--- src/rtl/ccp_tag_mem_init.sv ---
// Tag-RAM writer: after reset or flush it invalidates every bank/index row, then it accepts single-way seed writes.
// Optional macro CCP_TAG_INIT_PARITY_EN adds an even-parity bit as the MSB of each entry.
module ccp_tag_mem_init #(
  parameter int N_WAYS              = 4,
  parameter int ADDRESS_W           = 40,
  parameter int CACHE_LINE_OFFSET_W = 6,
  parameter int N_TAG_BANKS         = 2,
  parameter int N_SETS              = 1024,
  parameter int STATE_W             = 2,
  localparam int BNK_W          = $clog2(N_TAG_BANKS),
  localparam int SET_PER_BANK   = N_SETS / N_TAG_BANKS,
  localparam int SET_PER_BANK_W = $clog2(SET_PER_BANK),
  localparam int WAY_W          = $clog2(N_WAYS),
  localparam int TAG_W          = ADDRESS_W - BNK_W - CACHE_LINE_OFFSET_W - SET_PER_BANK_W,
`ifdef CCP_TAG_INIT_PARITY_EN
  localparam int ENTRY_W        = 2 + TAG_W + STATE_W,
`else
  localparam int ENTRY_W        = 1 + TAG_W + STATE_W,
`endif
  localparam int ROW_W          = N_WAYS * ENTRY_W
) (
  input  logic                      clk,
  input  logic                      reset_n,
  input  logic                      flush_req,
  input  logic                      seed_valid,
  output logic                      seed_ready,
  input  logic [BNK_W-1:0]          seed_bank,
  input  logic [SET_PER_BANK_W-1:0] seed_index,
  input  logic [WAY_W-1:0]          seed_way,
  input  logic [TAG_W-1:0]          seed_tag,
  input  logic [STATE_W-1:0]        seed_state,
  output logic                      mem_wr_valid,
  input  logic                      mem_wr_ready,
  output logic [BNK_W-1:0]          mem_wr_bank,
  output logic [SET_PER_BANK_W-1:0] mem_wr_index,
  output logic [N_WAYS-1:0]         mem_wr_way_mask,
  output logic [ROW_W-1:0]          mem_wr_data,
  output logic                      init_done,
  output logic                      busy
);

  localparam int CNT_W = BNK_W + SET_PER_BANK_W;
  localparam logic [CNT_W-1:0] LAST_ROW = CNT_W'(N_SETS - 1);

  typedef enum logic [1:0] {IDLE, INIT, READY, SEED} state_t;

  state_t                    r_state, w_state_next;
  logic [CNT_W-1:0]          r_cnt, w_cnt_next;
  logic                      r_wr_valid, w_wr_valid_next;
  logic [BNK_W-1:0]          r_bank, w_bank_next;
  logic [SET_PER_BANK_W-1:0] r_index, w_index_next;
  logic [N_WAYS-1:0]         r_mask, w_mask_next;
  logic [ROW_W-1:0]          r_data, w_data_next;
  logic                      r_init_done, w_init_done_next;
  logic                      r_busy, w_busy_next;

  logic [ENTRY_W-1:0]        w_entry;
  logic [ROW_W-1:0]          w_row;

  // A zero state means invalidate, and invalid ways must read back as all zeros.
  always_comb begin
    w_entry = '0;
    if (seed_state != '0) begin
`ifdef CCP_TAG_INIT_PARITY_EN
      w_entry = {^{1'b1, seed_tag, seed_state}, 1'b1, seed_tag, seed_state};
`else
      w_entry = {1'b1, seed_tag, seed_state};
`endif
    end
  end

  // The same entry goes into every way slot; the way mask picks the one that is written.
  generate
    for (genvar gi = 0; gi < N_WAYS; gi++) begin : g_row
      assign w_row[gi*ENTRY_W +: ENTRY_W] = w_entry;
    end
  endgenerate

  assign seed_ready = (r_state == READY) && !flush_req;

  always_comb begin
    w_state_next    = r_state;
    w_cnt_next      = r_cnt;
    w_wr_valid_next = r_wr_valid;
    w_bank_next     = r_bank;
    w_index_next    = r_index;
    w_mask_next     = r_mask;
    w_data_next     = r_data;
    case (r_state)
      IDLE: w_state_next = INIT;
      INIT: begin
        if (!r_wr_valid) begin
          w_wr_valid_next             = 1'b1;
          w_mask_next                 = '1;
          w_data_next                 = '0;
          {w_bank_next, w_index_next} = r_cnt;
        end else if (mem_wr_ready) begin
          if (r_cnt == LAST_ROW) begin
            w_state_next    = READY;
            w_cnt_next      = '0;
            w_wr_valid_next = 1'b0;
            w_mask_next     = '0;
          end else begin
            w_cnt_next                  = r_cnt + CNT_W'(1);
            {w_bank_next, w_index_next} = r_cnt + CNT_W'(1);
          end
        end
      end
      READY: begin
        if (flush_req) begin
          w_state_next = INIT;
          w_cnt_next   = '0;
        end else if (seed_valid) begin
          w_state_next    = SEED;
          w_wr_valid_next = 1'b1;
          w_mask_next     = N_WAYS'(1) << seed_way;
          w_data_next     = w_row;
          w_bank_next     = seed_bank;
          w_index_next    = seed_index;
        end
      end
      SEED: begin
        if (mem_wr_ready) begin
          w_state_next    = READY;
          w_wr_valid_next = 1'b0;
          w_mask_next     = '0;
        end
      end
      default: w_state_next = IDLE;
    endcase
    w_init_done_next = (w_state_next == READY) || (w_state_next == SEED);
    w_busy_next      = !w_init_done_next;
  end

  always_ff @(posedge clk or negedge reset_n) begin
    if (!reset_n) begin
      r_state     <= IDLE;
      r_cnt       <= '0;
      r_wr_valid  <= 1'b0;
      r_bank      <= '0;
      r_index     <= '0;
      r_mask      <= '0;
      r_data      <= '0;
      r_init_done <= 1'b0;
      r_busy      <= 1'b1;
    end else begin
      r_state     <= w_state_next;
      r_cnt       <= w_cnt_next;
      r_wr_valid  <= w_wr_valid_next;
      r_bank      <= w_bank_next;
      r_index     <= w_index_next;
      r_mask      <= w_mask_next;
      r_data      <= w_data_next;
      r_init_done <= w_init_done_next;
      r_busy      <= w_busy_next;
    end
  end

  assign mem_wr_valid    = r_wr_valid;
  assign mem_wr_bank     = r_bank;
  assign mem_wr_index    = r_index;
  assign mem_wr_way_mask = r_mask;
  assign mem_wr_data     = r_data;
  assign init_done       = r_init_done;
  assign busy            = r_busy;

endmodule

--- config.mk ---
export PLATFORM = sky130hd
export DESIGN_NAME = ccp_tag_mem_init
export DESIGN_NICKNAME = d
export VERILOG_FILES = /design/src/rtl/ccp_tag_mem_init.sv
export SDC_FILE = /design/constraint.sdc
export NUM_CORES = 1
export LEC_CHECK = 0
export CAP_MARGIN = 20
export CELL_PAD_IN_SITES_DETAIL_PLACEMENT = 0
export CELL_PAD_IN_SITES_GLOBAL_PLACEMENT = 1
export CORE_ASPECT_RATIO = 0.5
export CORE_MARGIN = 2
export CORE_UTILIZATION = 30
export CTS_CLUSTER_SIZE = 10
export DETAILED_ROUTE_END_ITERATION = 10
export PLACE_DENSITY_LB_ADDON = 0.08
export REMOVE_ABC_BUFFERS = 1
export SYNTH_ARGS = -nofsm -noshare
export SYNTH_HDL_FRONTEND = slang
export SYNTH_SLANG_ARGS = --single-unit
export TNS_END_PERCENT = 100
--- constraint.sdc ---
create_clock -name clk -period 2.4 [get_ports clk]
set_clock_uncertainty 0.05 [all_clocks]
set_input_delay 0.6 -clock clk [delete_from_list [all_inputs] [get_ports clk]]
set_output_delay 0.6 -clock clk [all_outputs]
set_load 0.02 [all_outputs]
# Word-level counts from Yosys, hierarchy flattened
# Index checks and enable logic that the tools add are counted.
[op_classes] add_sub_neg=1 eq_ne=16 n_shift=1 n_mux=43 reduce_logical=13
[op_table] op="two-way mux 108 bit" count=3
[op_table] op="case mux 108 bit (2 select lines)" count=1
[op_table] op="two-way mux 9 bit" count=5
[op_table] op="two-way mux 10 bit" count=4
[op_table] op="two-way mux 27 bit" count=1
[op_table] op="two-way mux 4 bit" count=6
[op_table] op="case mux 10 bit (2 select lines)" count=1
[op_table] op="case mux 9 bit (2 select lines)" count=1
[op_table] op="!= test 2 bit, second input constant" count=7
[op_table] op="two-way mux 2 bit" count=6
[op_table] op="case mux 4 bit (3 select lines)" count=1
[op_table] op="AND reduction 4 bit" count=3
[op_table] op="two-way mux 1 bit" count=11
[op_table] op="adder 10 x 1 -> 10 bit, second input constant" count=1
[op_table] op="== test 10 bit, second input constant" count=1
[op_table] op="!= test 3 bit, second input constant" count=3
[op_table] op="== test 2 bit, second input constant" count=4
[op_table] op="case mux 2 bit (4 select lines)" count=1
[op_table] op="AND reduction 6 bit" count=1
[op_table] op="AND reduction 5 bit" count=1
[op_table] op="nonzero test 2 bit" count=2
[op_table] op="<< shifter 1 x 2 -> 4 bit, first input constant" count=1
[op_table] op="case mux 1 bit (3 select lines)" count=1
[op_table] op="nonzero test 3 bit" count=1
[op_table] op="6 further kinds" count=7
[totals] register_bits=137 input_bits=43 output_inout_bits=126

# Depth between registers and ports, before layout
# Gate-level depths: netlist of run 1.
[depth] depth_word=8 ltp_mapped=8

# Worst setup path before layout of run 1
# No wires, ideal clock.
[synth_path] path_kind="register to register" start="register r_cnt[0]" end="register r_bank (netlist: mem_wr_bank)" arrival_ns=1.810 required_time_ns=2.225 path_slack_ns=0.415 path_stages_with_launch=6 path_buffers=0 synth_period_minus_slack_ns=1.985 cell_sequence="dfrtp_1 ha_1 nand4_2 o31a_2 o21ai_4 mux2_2"
[synth_between] elab_chain_cells=5 word_cells_on_any_way=8
[synth_rtl] item="start, declared" line="48" source="logic [CNT_W-1:0] r_cnt, w_cnt_next;"
[synth_rtl] item="start signal, assigned" line="148" source="r_cnt <= w_cnt_next;"
[synth_rtl] item="adder 10 x 1 -> 10 bit" line="105" source="{w_bank_next, w_index_next} = r_cnt + CNT_W'(1);"
[synth_rtl] item="two-way mux 1 bit" line="98" source="if (r_cnt == LAST_ROW) begin"
[synth_rtl] item="two-way mux 1 bit" line="97" source="end else if (mem_wr_ready) begin"
[synth_rtl] item="two-way mux 1 bit" line="92" source="if (!r_wr_valid) begin"
[synth_rtl] item="case mux 1 bit (2 select lines)" line="89" source="case (r_state)"
[synth_rtl] item="end signal, assigned" line="150" source="r_bank <= w_bank_next;"
[synth_rtl] item="end, declared" line="50" source="logic [BNK_W-1:0] r_bank, w_bank_next;"
# Parallel ways exist; a longest one is shown, timed or not. The select of a mux whose other input is x is not followed.
# A chain may end at the register's enable or synchronous reset.

# Worst setup path after layout of run 1
[layout_path] start="register r_state[0]" end="output seed_ready"
[layout_between] elab_chain_cells=2
[layout_rtl] item="start, declared" line="47" source="state_t r_state, w_state_next;"
[layout_rtl] item="start signal, assigned" line="147" source="r_state <= w_state_next;"
[layout_rtl] item="== test 2 bit" line="79" source="assign seed_ready = (r_state == READY) && !flush_req;"
[layout_rtl] item="logical AND 1 bit" line="79"
[layout_rtl] item="end, declared" line="26" source="output logic seed_ready,"
# No other way between the ends.

==> parameters.txt, run 1 <==
Parameter                              Value

Clocking
  Clock-pin slew reported for the worst setup and hold paths after clock tree synthesis    80 ps
  CTS H-tree lvls    2
  Cell at the root of the clock tree    sky130_fd_sc_hd__clkbuf_16
  PostCTS Resize Cnt    1
  Buffers from clock root to sink, at most    2
  Number of clock buffers inserted by TritonCTS    5
  Buffer count from post-CTS setup fixing    0
  CTS Sinks    56
  Clock tree from TritonCTS    yes
  Count of hold-fix buffers inserted at cts    0
  Clock network latency to the later pin of the worst-skew pair    roughly 300 ps

Detailed routing
  Mean routed wirelength per cell    16.2 um
  Via density    4.78
  Detailed-routing iteration count for the pre-antenna-repair pass    5
  Count of antenna-violating nets left after detailed routing    0
  Via count    2746
  Count of routing violations after the opening detailed-route iteration    ~110
  Total Routed Length    9.31 mm
  DRC errors left    0

Floorplan
  Total Die Area    roughly 12000 sq um
  Standard-cell row count    27
  Die span in x    approximately 150 um
  Top Ports    about 170
  Starting density of the core    between 30% and 40%
  Die extent in y    79.1 um
  Core region area    about 11000 sq um

STA
  Max Transition Viols Final    0
  Final-report hold violation count    0
  Period Utilization, post-route    a little over 90%
  Headroom to the max-slew limit    63.2%
  RSZ-0062 raised after global routing    no
  Minimum period implied by the final worst setup slack    2190 ps
  Hold slack    around 230 ps
  Measured slew at the worst slew-check pin    about 550 ps
  Number of setup violations in the final report    0
  Maximum clock frequency    around 460 MHz

Status
  Result of the run    complete, no violations

Layout
  Share of final-layout standard cells stronger than drive strength 1    approximately 12%
  Most used cells in the layout excluding fill and tap cells    166 x sky130_fd_sc_hd__clkdlybuf4s50_1, 55 x sky130_fd_sc_hd__dfrtp_1, 25 x sky130_fd_sc_hd__a22o_1
  Commonest non-fill, non-tap cell in the layout    sky130_fd_sc_hd__clkdlybuf4s50_1
  Synth-to-Final Area Change    43.8%
  Antenna Cells    0
  Final-stage net count    between 400 and 500
  Reg area    between 1000 and 1500 sq um
  Multi-input logic area    ~1300 sq um
  Fill cell total of the finished layout    about 1000

Logic synthesis
  Distinct cell type count of the synthesized netlist    45
  Synthesized instance count    334
  Flip-flop and latch count after synthesis    56
  Ys async rst share    between 90% and 100%
  Number of synthesis warnings    0
  Per-instance average area after synthesis    10.1 sq um
  Most used DFF post-synth    sky130_fd_sc_hd__dfrtp_1
  EDFF count, synth    0
  Post-synthesis cell area    3380 sq um
  Proportion of synthesized chip area in sequential cells    just over 40%

Setup path
  Crit path capture type    primary output
  Flop2flop setup slack    330 ps
  Largest delay share family, worst path    buffers and inverters
  Maximum fanout along the worst path    6
  Worst path bufs/invs    2
  Data required time of the critical path    about 1800 ps
  Arrival @ worst endpoint    about 1500 ps
  Critical Path Slowest Stage Cell    sky130_fd_sc_hd__dfrtp_1
  Startpoint types    flip-flop
  Number of cells on the worst reg-to-reg path    7
  R2r endpoint    mem_wr_way_mask[2]
  Maximum single-stage delay on the critical path    between 400 and 500 ps
  Crit Path Class    reg -> out
  Logic depth of the worst setup path including buffers    4
  Chain of cells forming the critical path    inv_1 > ha_1 > nor2b_1 > dlygate4sd2_1
  Origin of the critical flop-to-flop path    r_cnt[0]

Power
  Pwr Density    about 440 nW/um^2
  Max IR drop VDD    0.000261 V
  Final Total Pwr    between 0.002 and 0.0025 W
  Cell leakage power    approximately 2.0 nW

Global routing
  Antenna violations before repair    0
  Global route overflow    0
  Largest net degree at the start of global routing    36
  Via count of the first global-routing pass    approximately 2600
  GRT Overall Usage    14.9%
  Global-route wire length before repair    14.3 mm

Flow run
  Number of maximum-capacitance violations    0

Place
  Detailed-placement wirelength estimate    about 7.0 mm
  Total of buffers placed on input and output ports    168
  GP Congestion    0.797

Hold path
  Path type of the worst min-delay path    in -> async
## flip-flops by register name (all words and copies together), names as in the netlist
signal and cells:
busy 1, init_done 1, mem_wr_bank 1, mem_wr_data 27, mem_wr_index 9, mem_wr_valid 1, mem_wr_way_mask 4, r_cnt 10
r_state 2
## synthesized netlist by cell type (all sizes together) (6+ instances only)
cell type,number,area share (%)
buf,91,20
inv,10,1.1
mux2,15,5.0
o21ai,24,3.9
nand4,8,1.9
a31oi,6,1.1
nor2,9,1.0
a21oi,6,0.89
nand2,21,2.3
a22o,25,6.5
ha,6,2.2
nand3,7,1.0
dfrtp,55,41
## metrics by stage
step | TNS [ps] | utilization (%) | setup WS [ps] | area [sq um] | cells
CTS | 0 | 44.3 | 171 | 4860 | 574
floorplan | -11130 | - | -449 | 2690 | 238
finish | 0 | 44.3 | 206 | 4860 | 574
detailed placement | -154 | 43.0 | -63.6 | 4720 | 566
global route | 0 | 44.3 | 105 | 4860 | 574
global placement | -112 | 43.0 | -45.4 | 4720 | 566
## metal layers
layer / track usage, % / share of wire (%) / vias up
li1: - / - / 1295
met1: 18.7 / 44 / 1353
met2: 26.3 / 50 / 89
met3: 3.77 / 5.5 / 9
met4: 2.90 / 0.86 / 0
met5: 0 / 0 / -
## area by class of cell
cell class | count | share of cell area (%)
Timing Repair Buffer | 183 | 37.8
Sequential cell | 56 | 28.8
Multi-Input combinational cell | 172 | 25.8
Tap cell | 145 | 3.73
Clock buffer | 5 | 2.57
Inverter | 10 | 0.772
Clock inverter | 3 | 0.437
## where the power goes
part           switching [W]  internal (W)
Sequential         0.0000609      0.000990
Combinational       0.000142      0.000188
Clock               0.000367      0.000390
## cell families after synthesis
| kind of cell | Yosys count | share of synthesized area, % |
|---|---|---|
| buf+inv | 106 | 21.4 |
| compound gates | 81 | 17.9 |
| simple gates | 64 | 10.4 |
| flops | 56 | 41.5 |
| mux | 16 | 5.29 |
| fa+ha+maj | 6 | 2.22 |
| xor+xnor | 5 | 1.30 |
## how the worst max path moves through the flow
stage	from	to	slack, ps
finish	r_state[0]	seed_ready	210
CTS	r_state[0]	seed_ready	170
detailed placement	flush_req	seed_ready	-60
global route	r_state[0]	seed_ready	100
global placement	flush_req	seed_ready	-50
floorplan	r_state[0]	mem_wr_data[100]	-450
## worst register-to-register path: cells and delay by family (launching register included)
family | cells | cell delay [ps]
mux | 1 | 340
compound gates | 1 | 170
buf+inv | 2 | 280
fa+ha+maj | 1 | 230
flops | 1 | 480
simple gates | 2 | 410
(Power assumes the default switching activity.)
==> inputs of run 2 (changes only) <==
--- a/config.mk
+++ b/config.mk
@@ -11,6 +11,7 @@
 export CORE_ASPECT_RATIO = 0.5
 export CORE_MARGIN = 2
 export CORE_UTILIZATION = 30
+export CTS_BUF_LIST = sky130_fd_sc_hd__clkbuf_16
 export CTS_CLUSTER_SIZE = 10
 export DETAILED_ROUTE_END_ITERATION = 10
 export PLACE_DENSITY_LB_ADDON = 0.08
==> results of run 2 <==
No change in the layout: final DEF, timing and power equal those of run 1.
==> inputs of run 3 (changes only) <==
--- a/config.mk
+++ b/config.mk
@@ -8,7 +8,6 @@
 export CAP_MARGIN = 20
 export CELL_PAD_IN_SITES_DETAIL_PLACEMENT = 0
 export CELL_PAD_IN_SITES_GLOBAL_PLACEMENT = 1
-export CORE_ASPECT_RATIO = 0.5
 export CORE_MARGIN = 2
 export CORE_UTILIZATION = 30
 export CTS_BUF_LIST = sky130_fd_sc_hd__clkbuf_16
==> parameters.txt, run 3 (same netlist as run 1, synthesis figures left out) <==
Parameter                              Value

Status
  Result of the run    complete, no violations (unchanged)

Detailed routing
  Total Routed Length    9.38 mm (was 9.31 mm)
  Count of routing violations after the opening detailed-route iteration    82 (was 111)
  Count of antenna-violating nets left after detailed routing    0 (unchanged)
  Detailed-routing iteration count for the pre-antenna-repair pass    4 (was 5)
  DRC errors left    0 (unchanged)
  Via density    4.78 (about the same)
  Mean routed wirelength per cell    16.3 um (was 16.2 um)
  Via count    2744 (was 2746)

Power
  Cell leakage power    2.04 nW (was 2.00 nW)
  Pwr Density    453 nW/um^2 (was 440 nW/um^2)
  Max IR drop VDD    0.000270 V (was 0.000261 V)
  Final Total Pwr    0.00222 W (was 0.00214 W)

Layout
  Max FFs per register    27 (unchanged)
  Post-route design area    4910 sq um (was 4860 sq um)
  Synth-to-Final Area Change    45.3% (was 43.8%)
  Fill cell total of the finished layout    1057 (was 1037)
  Fraction of the core area covered by cells at the end of the flow    44.9% (was 44.3%)
  Reg area    1400 sq um (unchanged)
  Commonest non-fill, non-tap cell in the layout    sky130_fd_sc_hd__clkdlybuf4s50_1 (unchanged)
  Multi-input logic area    1260 sq um (unchanged)
  Share of final-layout standard cells stronger than drive strength 1    12.9% (was 12.1%)
  Non-filler cells in the finished layout    574 (unchanged)
  Antenna Cells    0 (unchanged)
  Most used cells in the layout excluding fill and tap cells    166 x sky130_fd_sc_hd__clkdlybuf4s50_1, 55 x sky130_fd_sc_hd__dfrtp_1, 25 x sky130_fd_sc_hd__a22o_1 (unchanged)
  Final-stage net count    482 (was 477)

Global routing
  Via count of the first global-routing pass    2520 (was 2589)
  GRT Overall Usage    15.4% (was 14.9%)
  Global route overflow    0 (unchanged)
  Global-route wire length before repair    14.3 mm (unchanged)
  Antenna violations before repair    0 (unchanged)
  Largest net degree at the start of global routing    36 (unchanged)

Clocking
  Count of hold-fix buffers inserted at cts    0 (unchanged)
  Number of clock buffers inserted by TritonCTS    5 (unchanged)
  Clock network latency to the later pin of the worst-skew pair    290 ps (was 300 ps)
  Clock tree from TritonCTS    yes (unchanged)
  CTS H-tree lvls    2 (unchanged)
  Clock-pin slew reported for the worst setup and hold paths after clock tree synthesis    70 ps (was 80 ps)
  Buffers from clock root to sink, at most    2 (unchanged)
  Cell at the root of the clock tree    sky130_fd_sc_hd__clkbuf_16 (unchanged)
  CTS Sinks    56 (unchanged)

Hold path
  Path type of the worst min-delay path    in -> async (unchanged)

STA
  Max Transition Viols Final    0 (unchanged)
  Final-report hold violation count    0 (unchanged)
  RSZ-0062 raised after global routing    no (unchanged)
  Maximum clock frequency    455 MHz (was 456 MHz)
  Number of setup violations in the final report    0 (unchanged)
  Headroom to the max-slew limit    61.4% (was 63.2%)
  Minimum period implied by the final worst setup slack    2200 ps (was 2190 ps)
  Measured slew at the worst slew-check pin    579 ps (was 551 ps)
  Period Utilization, post-route    91.5% (was 91.4%)
  TNS Setup    0 ps (unchanged)

Place
  GP Congestion    0.753 (was 0.797)
  Placed cell count    566 (unchanged)
  Total of buffers placed on input and output ports    168 (unchanged)
  Total placed instance area    4750 sq um (was 4720 sq um)
  Detailed-placement wirelength estimate    7.39 mm (was 7.02 mm)

Setup path
  Crit Path Class    reg -> out (unchanged)
  Data required time of the critical path    1750 ps (about the same)
  Arrival @ worst endpoint    1550 ps (was 1540 ps)
  Startpoint types    flip-flop (unchanged)
  Crit path capture type    primary output (unchanged)
  Maximum fanout along the worst path    6 (unchanged)

Floorplan
  Standard-cell row count    38 (was 27)
  Core region area    10900 sq um (was 11000 sq um)
  Top Ports    169 (unchanged)
  Starting density of the core    30.9% (was 30.8%)
  Die span in x    110 um (was 154 um)
  Die extent in y    110 um (was 79.1 um)
  Total Die Area    12100 sq um (was 12200 sq um)

Flow run
  Number of maximum-capacitance violations    0 (unchanged)
==> run 3: cell type report <==
cell class                      instances  share of cell area, %
Multi-Input combinational cell        172                   25.6
Timing Repair Buffer                  188                   38.2
Inverter                               10                  0.764
Tap cell                              140                   3.57
Clock inverter                          3                  0.790
Clock buffer                            5                   2.55
Sequential cell                        56                   28.6
==> run 3: final timing paths <==
check	startpoint	endpoint	slack [ps]	depth (start not counted)
min in group clk	mem_wr_index[0]	mem_wr_index[0]	460	1
setup reg to reg	r_state[0]	mem_wr_way_mask[2]	310	7
max in group asynchronous	reset_n	mem_wr_data[92]	1460	2
hold / removal	reset_n	init_done	250	1
hold reg to reg	mem_wr_index[0]	mem_wr_index[0]	460	1
setup / recovery	r_state[0]	seed_ready	200	4
==> run 3: metal layers <==
layer	global-route usage (%)	up-vias	routed length [um]
met5	0	-	0
met4	3.21	0	55
met3	2.00	5	511
met2	27.1	99	4880
met1	20.3	1344	3930
li1	-	1296	-
==> run 3: critical path: stages, from the launching register on <==
cell and delay, ps:
sky130_fd_sc_hd__dfrtp_1 450, sky130_fd_sc_hd__inv_1 120, sky130_fd_sc_hd__ha_1 170, sky130_fd_sc_hd__nor2b_1 170, sky130_fd_sc_hd__dlygate4sd2_1 350
==> run 3: timing repair <==
item / in CTS / in global routing
endpoints found under the setup margin: 1 / 0
setup buffers: 0 / 0
resized for setup: 1 / 0
==> run 3: through the flow <==
| step | hold WS, ps | setup slack [ps] |
|---|---|---|
| finish | 249 | 204 |
| floorplan | 254 | -449 |
| global route | 292 | 130 |
| global placement | 442 | -39.6 |
| CTS | 271 | 176 |
| detailed placement | 449 | -53.2 |
==> run 3: power breakdown <==
group	leakage, nW	internal, W	total (W)	switching [W]
logic	1.22	0.000200	0.000359	0.000158
registers	0.734	0.000991	0.00104	0.0000517
clock network	0.0850	0.000488	0.000823	0.000335
